==> src/rtl/dsp_mac_sequencer_if.sv <==
// Job, operand and result handshakes between a MAC client and dsp_mac_sequencer.
// The operand data itself goes straight to the slice; only its valid/ready pair lives here.
interface dsp_mac_sequencer_if #(
  parameter int unsigned P_WIDTH   = 48,
  parameter int unsigned LEN_WIDTH = 8
);
  logic                 start_valid;
  logic                 start_ready;
  logic [LEN_WIDTH-1:0] start_len;
  logic                 start_sub;
  logic                 in_valid;
  logic                 in_ready;
  logic                 result_valid;
  logic                 result_ready;
  logic [P_WIDTH-1:0]   result;

  modport master (
    output start_valid, start_len, start_sub, in_valid, result_ready,
    input  start_ready, in_ready, result_valid, result
  );

  modport slave (
    input  start_valid, start_len, start_sub, in_valid, result_ready,
    output start_ready, in_ready, result_valid, result
  );
endinterface

==> src/rtl/dsp_mac_sequencer.sv <==
// Control sequencer running a DSP48A1-style multiply/post-add slice as an N-beat MAC.
// A tag pipeline mirrors the slice's multiply pipeline so ce_p/opmode line up with each product.
module dsp_mac_sequencer #(
  parameter int unsigned P_WIDTH   = 48,
  parameter int unsigned LEN_WIDTH = 8,
  parameter int unsigned PIPE_LAT  = 3
) (
  input  logic               clk,
  input  logic               rst,
  dsp_mac_sequencer_if.slave bus,
  output logic               ce_in,
  output logic               ce_pipe,
  output logic               ce_p,
  output logic [7:0]         opmode,
  input  logic [P_WIDTH-1:0] p_in,
  output logic               busy
);

  typedef enum logic [2:0] {StIdle, StRun, StDrain, StCapture, StDone} state_e;

  state_e               state_q;
  logic [PIPE_LAT-1:0]  tag_v_q;
  logic [PIPE_LAT-1:0]  tag_f_q;
  logic [LEN_WIDTH-1:0] cnt_q;
  logic [LEN_WIDTH-1:0] len_q;
  logic                 sub_q;
  logic                 first_q;
  logic [P_WIDTH-1:0]   result_q;
  logic [LEN_WIDTH-1:0] cnt_inc;
  logic                 in_ready;

  assign in_ready = (state_q == StRun);
  assign cnt_inc  = cnt_q + 1'b1;

  assign bus.start_ready  = (state_q == StIdle);
  assign bus.in_ready     = in_ready;
  assign bus.result_valid = (state_q == StDone);
  assign bus.result       = result_q;

  assign ce_in   = bus.in_valid & in_ready;
  assign ce_pipe = (state_q == StRun) || (state_q == StDrain);
  assign busy    = (state_q != StIdle);

  // The first beat loads P with Z=0, so a stale P from an aborted job never leaks in.
  assign ce_p   = tag_v_q[PIPE_LAT-1];
  assign opmode = ce_p ? {sub_q, 3'b000, ~tag_f_q[PIPE_LAT-1], 3'b001} : 8'h00;

  always_ff @(posedge clk) begin
    if (rst) begin
      state_q  <= StIdle;
      tag_v_q  <= '0;
      tag_f_q  <= '0;
      cnt_q    <= '0;
      len_q    <= '0;
      sub_q    <= 1'b0;
      first_q  <= 1'b0;
      result_q <= '0;
    end else begin
      if (ce_pipe) begin
        tag_v_q <= {tag_v_q[PIPE_LAT-2:0], ce_in};
        tag_f_q <= {tag_f_q[PIPE_LAT-2:0], ce_in & first_q};
      end
      unique case (state_q)
        StIdle: begin
          if (bus.start_valid) begin
            len_q   <= bus.start_len;
            sub_q   <= bus.start_sub;
            cnt_q   <= '0;
            first_q <= 1'b1;
            if (bus.start_len == '0) begin
              result_q <= '0;
              state_q  <= StDone;
            end else begin
              state_q <= StRun;
            end
          end
        end
        StRun: begin
          if (ce_in) begin
            first_q <= 1'b0;
            cnt_q   <= cnt_inc;
            if (cnt_inc == len_q) begin
              state_q <= StDrain;
            end
          end
        end
        StDrain: begin
          // Nothing behind the final stage: the last product lands in P on this edge.
          if (tag_v_q[PIPE_LAT-2:0] == '0) begin
            state_q <= StCapture;
          end
        end
        StCapture: begin
          result_q <= p_in;
          state_q  <= StDone;
        end
        StDone: begin
          if (bus.result_ready) begin
            state_q <= StIdle;
          end
        end
        default: state_q <= StIdle;
      endcase
    end
  end

endmodule

==> src/flat_wrapper.sv <==
// flat-port wrapper written by rule: the top's interface ports become plain ports
module dsp_mac_sequencer_flat 
#(
  parameter int unsigned P_WIDTH   = 48,
  parameter int unsigned LEN_WIDTH = 8,
  parameter int unsigned PIPE_LAT  = 3
)
  (clk, rst, ce_in, ce_pipe, ce_p, opmode, p_in, busy, bus_start_valid, bus_start_len, bus_start_sub, bus_in_valid, bus_result_ready, bus_start_ready, bus_in_ready, bus_result_valid, bus_result);
  dsp_mac_sequencer_if #(.P_WIDTH(P_WIDTH), .LEN_WIDTH(LEN_WIDTH)) bus_i ();
  input  logic clk;
  input  logic rst;
  output logic ce_in;
  output logic ce_pipe;
  output logic ce_p;
  output logic [7:0] opmode;
  input  logic [P_WIDTH-1:0] p_in;
  output logic busy;
  input wire logic [$bits(bus_i.start_valid)-1:0] bus_start_valid;
  input wire logic [$bits(bus_i.start_len)-1:0] bus_start_len;
  input wire logic [$bits(bus_i.start_sub)-1:0] bus_start_sub;
  input wire logic [$bits(bus_i.in_valid)-1:0] bus_in_valid;
  input wire logic [$bits(bus_i.result_ready)-1:0] bus_result_ready;
  output wire logic [$bits(bus_i.start_ready)-1:0] bus_start_ready;
  output wire logic [$bits(bus_i.in_ready)-1:0] bus_in_ready;
  output wire logic [$bits(bus_i.result_valid)-1:0] bus_result_valid;
  output wire logic [$bits(bus_i.result)-1:0] bus_result;
  assign bus_i.start_valid = bus_start_valid;
  assign bus_i.start_len = bus_start_len;
  assign bus_i.start_sub = bus_start_sub;
  assign bus_i.in_valid = bus_in_valid;
  assign bus_i.result_ready = bus_result_ready;
  assign bus_start_ready = bus_i.start_ready;
  assign bus_in_ready = bus_i.in_ready;
  assign bus_result_valid = bus_i.result_valid;
  assign bus_result = bus_i.result;
  dsp_mac_sequencer #(.P_WIDTH(P_WIDTH), .LEN_WIDTH(LEN_WIDTH), .PIPE_LAT(PIPE_LAT)) u_core (.clk(clk), .rst(rst), .bus(bus_i), .ce_in(ce_in), .ce_pipe(ce_pipe), .ce_p(ce_p), .opmode(opmode), .p_in(p_in), .busy(busy));
endmodule
==> config.mk <==
export PLATFORM = sky130hd
export DESIGN_NAME = dsp_mac_sequencer_flat
export DESIGN_NICKNAME = d
export VERILOG_FILES = /design/src/rtl/dsp_mac_sequencer_if.sv /design/src/rtl/dsp_mac_sequencer.sv /design/src/flat_wrapper.sv
export SDC_FILE = /design/constraint.sdc
export NUM_CORES = 1
export LEC_CHECK = 0
export BUFFER_PORTS_ARGS = -buffer_cell sky130_fd_sc_hd__buf_2
export CELL_PAD_IN_SITES_DETAIL_PLACEMENT = 1
export CELL_PAD_IN_SITES_GLOBAL_PLACEMENT = 1
export CORE_MARGIN = 2
export CORE_UTILIZATION = 37
export CTS_CLUSTER_SIZE = 14
export DETAILED_ROUTE_END_ITERATION = 10
export HOLD_SLACK_MARGIN = 0.12
export PLACE_DENSITY = 0.81
export SYNTH_ARGS = -nofsm -noshare
export SYNTH_HDL_FRONTEND = slang
export SYNTH_SLANG_ARGS = --single-unit
==> constraint.sdc <==
create_clock -name clk -period 4.1 [get_ports clk]
set_input_delay 0.615 -clock clk [delete_from_list [all_inputs] [get_ports clk]]
set_output_delay 0.615 -clock clk [all_outputs]
set_load 0.1 [all_outputs]
Word-level counts from Yosys, hierarchy flattened
Index checks and enable logic that the tools add are counted.
{"block": "op_classes", "n_mux": 17, "n_eq_ne": 11, "add_sub_neg": 1, "reduce_logical": 11, "bitwise_logic": 3}
{"cell": "48-bit two-way mux", "n": 2}
{"cell": "48-bit case mux with 2 select lines", "n": 1}
{"cell": "8-bit two-way mux", "n": 3}
{"cell": "3-bit two-way mux", "n": 6}
{"cell": "8-bit case mux with 2 select lines", "n": 1}
{"cell": "3-bit case mux with 5 select lines", "n": 1}
{"cell": "8-bit by 1-bit adder with 8-bit output, second input constant", "n": 1}
{"cell": "8-bit equality test", "n": 1}
{"cell": "8-bit zero test", "n": 1}
{"cell": "2-bit != test, second input constant", "n": 4}
{"cell": "3-bit by 2-bit equality test with 1-bit output, second input constant", "n": 2}
{"cell": "3-bit AND reduction", "n": 2}
{"cell": "5-bit AND reduction", "n": 1}
{"cell": "2-bit by 1-bit != test with 1-bit output, second input constant", "n": 2}
{"cell": "2-bit nonzero test", "n": 2}
{"cell": "3-bit by 1-bit equality test with 1-bit output, second input constant", "n": 1}
{"cell": "3-bit equality test, second input constant", "n": 1}
{"cell": "3-bit zero test", "n": 1}
{"cell": "3-bit nonzero test", "n": 1}
{"cell": "1-bit AND", "n": 2}
{"cell": "2-bit zero test", "n": 1}
{"cell": "1-bit two-way mux", "n": 2}
{"cell": "1-bit case mux with 2 select lines", "n": 1}
{"cell": "2-bit AND reduction", "n": 1}
{"cell": "2 further kinds", "n": 2}
{"block": "totals", "register_bits": 75, "out_inout_bits": 63, "wordCells": 51, "input_bits": 62}

Logic depth before layout (Yosys ltp)
{"block": "logic_depth", "ltp_word": 5, "ltp_mapped": 8, "mapped_depth_nobuf": 6}

Worst setup path after synthesis
Ideal clock, no wire load.
{"block": "synth_path", "kind": "register -> register", "from": "register u_core.state_q[2]", "to": "register u_core.state_q[0]", "arrival_ns": 3.472, "setup_time_ns": 0.117, "stages_incl_launch_ff": 7, "required_ns": 3.983, "path_buffers": 1, "synth_period_minus_slack_ns": 3.589, "path_slack_ns": 0.511, "path_cell_list": "dfxtp_1 -> buf_2 -> nor3b_1 -> nor2b_1 -> a211oi_1 -> a22o_1 -> a32o_1"}
{"block": "synth_via", "word_cells_on_any_way": 13, "classes_between": "eq/ne (9); mux (1); bitwise (1); reduce/logical (2)"}
{"item": "from (decl)", "line_no": "dsp_mac_sequencer.sv:21", "rtl": "state_e state_q;"}
{"item": "from (signal assigned)", "line_no": "dsp_mac_sequencer.sv:50", "rtl": "state_q <= StIdle;"}
{"item": "from (signal assigned)", "line_no": "dsp_mac_sequencer.sv:72", "rtl": "state_q <= StDone;"}
{"item": "from (signal assigned)", "line_no": "dsp_mac_sequencer.sv:74", "rtl": "state_q <= StRun;"}
{"item": "3-bit equality test *"}
{"item": "net bus_result_valid", "line_no": "flat_wrapper.sv:25", "rtl": "output wire logic [$bits(bus_i.result_valid)-1:0] bus_result_valid;"}
{"item": "2-bit != test (no source line)"}
{"item": "5-bit AND reduction (no source line)"}
Mark *: on every way through the listed nets, which the timed path passes. The rest lies on a longest branch.
A chain may end at the register's enable or synchronous reset.

Final worst setup path
{"block": "layout_path", "from": "register u_core.state_q[0]", "to": "output port ce_in"}
{"block": "layout_via", "elab_chain_cells": 2}
{"item": "3-bit by 1-bit equality test with 1-bit output", "line_no": "dsp_mac_sequencer.sv:32", "rtl": "assign in_ready = (state_q == StRun);"}
{"item": "1-bit AND", "line_no": "dsp_mac_sequencer.sv:40", "rtl": "assign ce_in = bus.in_valid & in_ready;"}
{"item": "to (decl)", "line_no": "flat_wrapper.sv:12", "rtl": "output logic ce_in;"}
Every way passes these cells.

==> impl_metrics.csv <==
group,metric,value,unit
yosys,synthArstFlopShare,0,%
placed_design,gp_congestion,0.792,
run,drv_cap,0,
worst_setup_path,reg2reg_slack,1.94,ns
yosys,ys.flop_type,"dfxtp_1",
worst_setup_path,worstPathArrival,2.19,ns
yosys,syn_area_per_cell,8.95,sq um
routing,dr.pass1.iters,4,
timing,fmax,357,MHz
yosys,ys_top_cells_by_count,"dfxtp_1, nor2_1, a22oi_1, nand2_1, a21oi_1",
routing,wirelength,8.87,mm
worst_setup_path,slowest_delay,0.48,ns
floorplanning,ioPinCount,125,
final_layout,multi_input_area,1410,sq um
worst_setup_path,path_max_fanout,15,
worst_setup_path,slowest_stage,"dfxtp_1",
clock_tree,cts.repair.resized,0,
timing,rsz0062_at_grt,"no",
clock_tree,path_clk_slew,0.08,ns
clock_tree,clk_path_buf_depth,2,
yosys,synth.area.top_cells,"dfxtp_1, a22oi_1, nor2_1",
clock_tree,htreeDepth,3,
global_route,antenna_found_initial,0,
floorplanning,die_h,95.2,um
final_layout,fillers,1005,
yosys,synth-compound-area-share,21.5,%
yosys,synth_xor_area_share,2.56,%
final_layout,insertedDiodeCount,0,
yosys,yosysSeqAreaShare,48.8,%
power,leakage,0.00174,uW
placed_design,portBuffers,119,
floorplanning,start_util,37.8,%
timing,setup_viol,0,
yosys,synth_area_leader_cell,"dfxtp_1",
final_layout,fin_nets,512,
floorplanning,rows,33,
final_layout,layoutNonFillerInstCount,559,
floorplanning,core,8130,sq um
global_route,grt_first_pass_wirelength,13.9,mm
clock_tree,cts_tree,"done",
timing,hold_violations,0,
outcome,status,"complete, no violations",
yosys,synth_simple_gate_area_share,19.3,%
routing,ant_nets,0,
power,peakVddDrop,0.000268,V
worst_setup_path,start_kind,"flop",
placed_design,dp_hpwl,6.28,mm
timing,worstMarginPinSlew,1.14,ns
floorplanning,fp.dieW,95.2,um
final_layout,regArea,1500,sq um
routing,drt_iter0_markers,103,
global_route,grt_start_max_net_pins,62,
power,p_per_area,669,nW/um^2
routing,viasPerCell,5.23,
timing,setup_tns,0,ns
timing,max-slew-margin-rel,23.8,%
worst_setup_path,critical_path_required,3.48,ns
yosys,yosysMostFrequentCell,"dfxtp_1",
worst_setup_path,critical_path_class,"reg2out",
yosys,muxShareOfSynthArea,1.30,%
worst_setup_path,worstPathCellList,"nor3b_2, nand2_1, inv_1, buf_2",
power,p_total,2610,uW
yosys,ys_ff_latch,75,
placed_design,dp.cells,543,
yosys,synthCells,344,
yosys,synth_top_family_by_area,"compound AO/OA/AOI/OAI gates",
final_layout,drive_gt1_share,33.5,%
yosys,syn-cell-area,3080,sq um
yosys,yosysWarnings,0,
global_route,grt_usage,19.6,%
yosys,synthAdderAreaFrac,0.407,%
routing,post-route-drc-count,0,
floorplanning,die_area,9060,sq um
hold_path,min_path_type,"reg2reg",
clock_tree,root_buffer,"clkbuf_8",
yosys,synth_edf_count,0,
clock_tree,cts_hold_buf,0,
clock_tree,clk_latency,0.34,ns
yosys,ys_types,43,
global_route,grt_pass1_vias,2873,
timing,skew,0.00982,ns
timing,final.min_clock_period,2.80,ns
routing,wire_per_inst,15.9,um
timing,finalCritPeriodShare,68.3,%
final_layout,area.growth.synth_to_final,26.8,%
global_route,grt-ovfl-total,0,
clock_tree,cts_sinks,75,
clock_tree,cts-buffers-inserted,9,
yosys,netlist.area_leader.share,48.8,%
clock_tree,post_cts_buffers,0,
worst_setup_path,end_kind,"output pin",
timing,drv_slew,0,
routing,vias,2925,
[final cells by class]
type	instances	share of cell area (%)
Inverter	4	0.385
Tap cell	105	3.37
Timing Repair Buffer	122	15.8
Multi-Input combinational cell	237	36.2
Clock buffer	13	4.58
Sequential cell	75	38.5
Clock inverter	3	1.12
[power by group]
part	switching, uW	leakage, uW	total [uW]	internal [uW]
registers	70.7	0.000607	879	808
clock network	274	0.000116	622	348
logic	876	0.00102	1110	234
[metrics by stage]
step	hold slack (ns)	setup slack, ns	area, sq um	util (%)
after detailed placement	0.463	1.46	3680	45.2
after global routing	0.489	1.16	3900	48.0
after floorplan	0.432	0.511	3090	-
after global placement	0.447	1.59	3680	45.2
after CTS	0.475	1.28	3900	48.0
final	0.471	1.30	3900	48.0
[cells in the final DEF (no fill, tap or decap), drive strengths merged, types with 2 or more instances in the layout]
cell / Yosys / routed
a21oi: 22 / 22
a22oi: 49 / 49
and2: 2 / 2
and3: 2 / 2
and4: 2 / 2
buf: 19 / 122
clkbuf: 13 / 13
clkinv: 0 / 2
conb: 1 / 5
dfxtp: 75 / 75
inv: 4 / 4
mux2i: 4 / 4
nand2: 25 / 25
nand3: 3 / 3
nand4: 3 / 3
nor2: 65 / 65
nor2b: 4 / 4
nor3: 4 / 4
nor3b: 4 / 4
o21ai: 12 / 12
or3: 4 / 4
or4: 4 / 4
xnor2: 4 / 4
xor2: 5 / 5
[worst paths after layout]
kind	start	to	cells after the start
worst max-delay path	u_core.state_q[0]	ce_in	4
worst max register to register	u_core.state_q[2]	u_core.bus.result[21]	5
worst min-delay path	u_core.len_q[7]	u_core.len_q[7]	2
worst min register to register	u_core.len_q[7]	u_core.len_q[7]	2
[cell families (layout without fill, tap and decap cells)]
kind of cell    count (synthesis)  in the layout
compound gates                 92             92
xor+xnor                        9              9
fa+ha+maj                       1              1
buf+inv                        36            142
flops                          75             75
mux                             4              4
other cells                     1              5
simple gates                  126            126
[registers in the layout, summed over array words and instances, names as in the netlist]
| name | flops |
|---|---|
| u_core.first_q | 1 |
| u_core.state_q | 3 |
| u_core.cnt_q | 8 |
| u_core.tag_v_q | 3 |
| u_core.bus.result | 48 |
| u_core.sub_q | 1 |
| u_core.len_q | 8 |
| u_core.tag_f_q | 3 |
[worst max-delay path, delay by kind of cell, from the launching register on]
| kind | cells | cell delay (ns) |
|---|---|---|
| and+or+nand+nor | 2 | 0.66 |
| DFF | 1 | 0.48 |
| buffers and inverters | 2 | 0.71 |
[metal layers]
layer  GRT usage [%]  up-vias  wire length [um]
li1                -     1410                 -
met1            23.2     1427              3730
met2            34.0       79              4470
met3            6.40        9               584
met4            5.07        0                87
met5               0        -                 0
No activity file was read; power rests on OpenSTA's default activity.
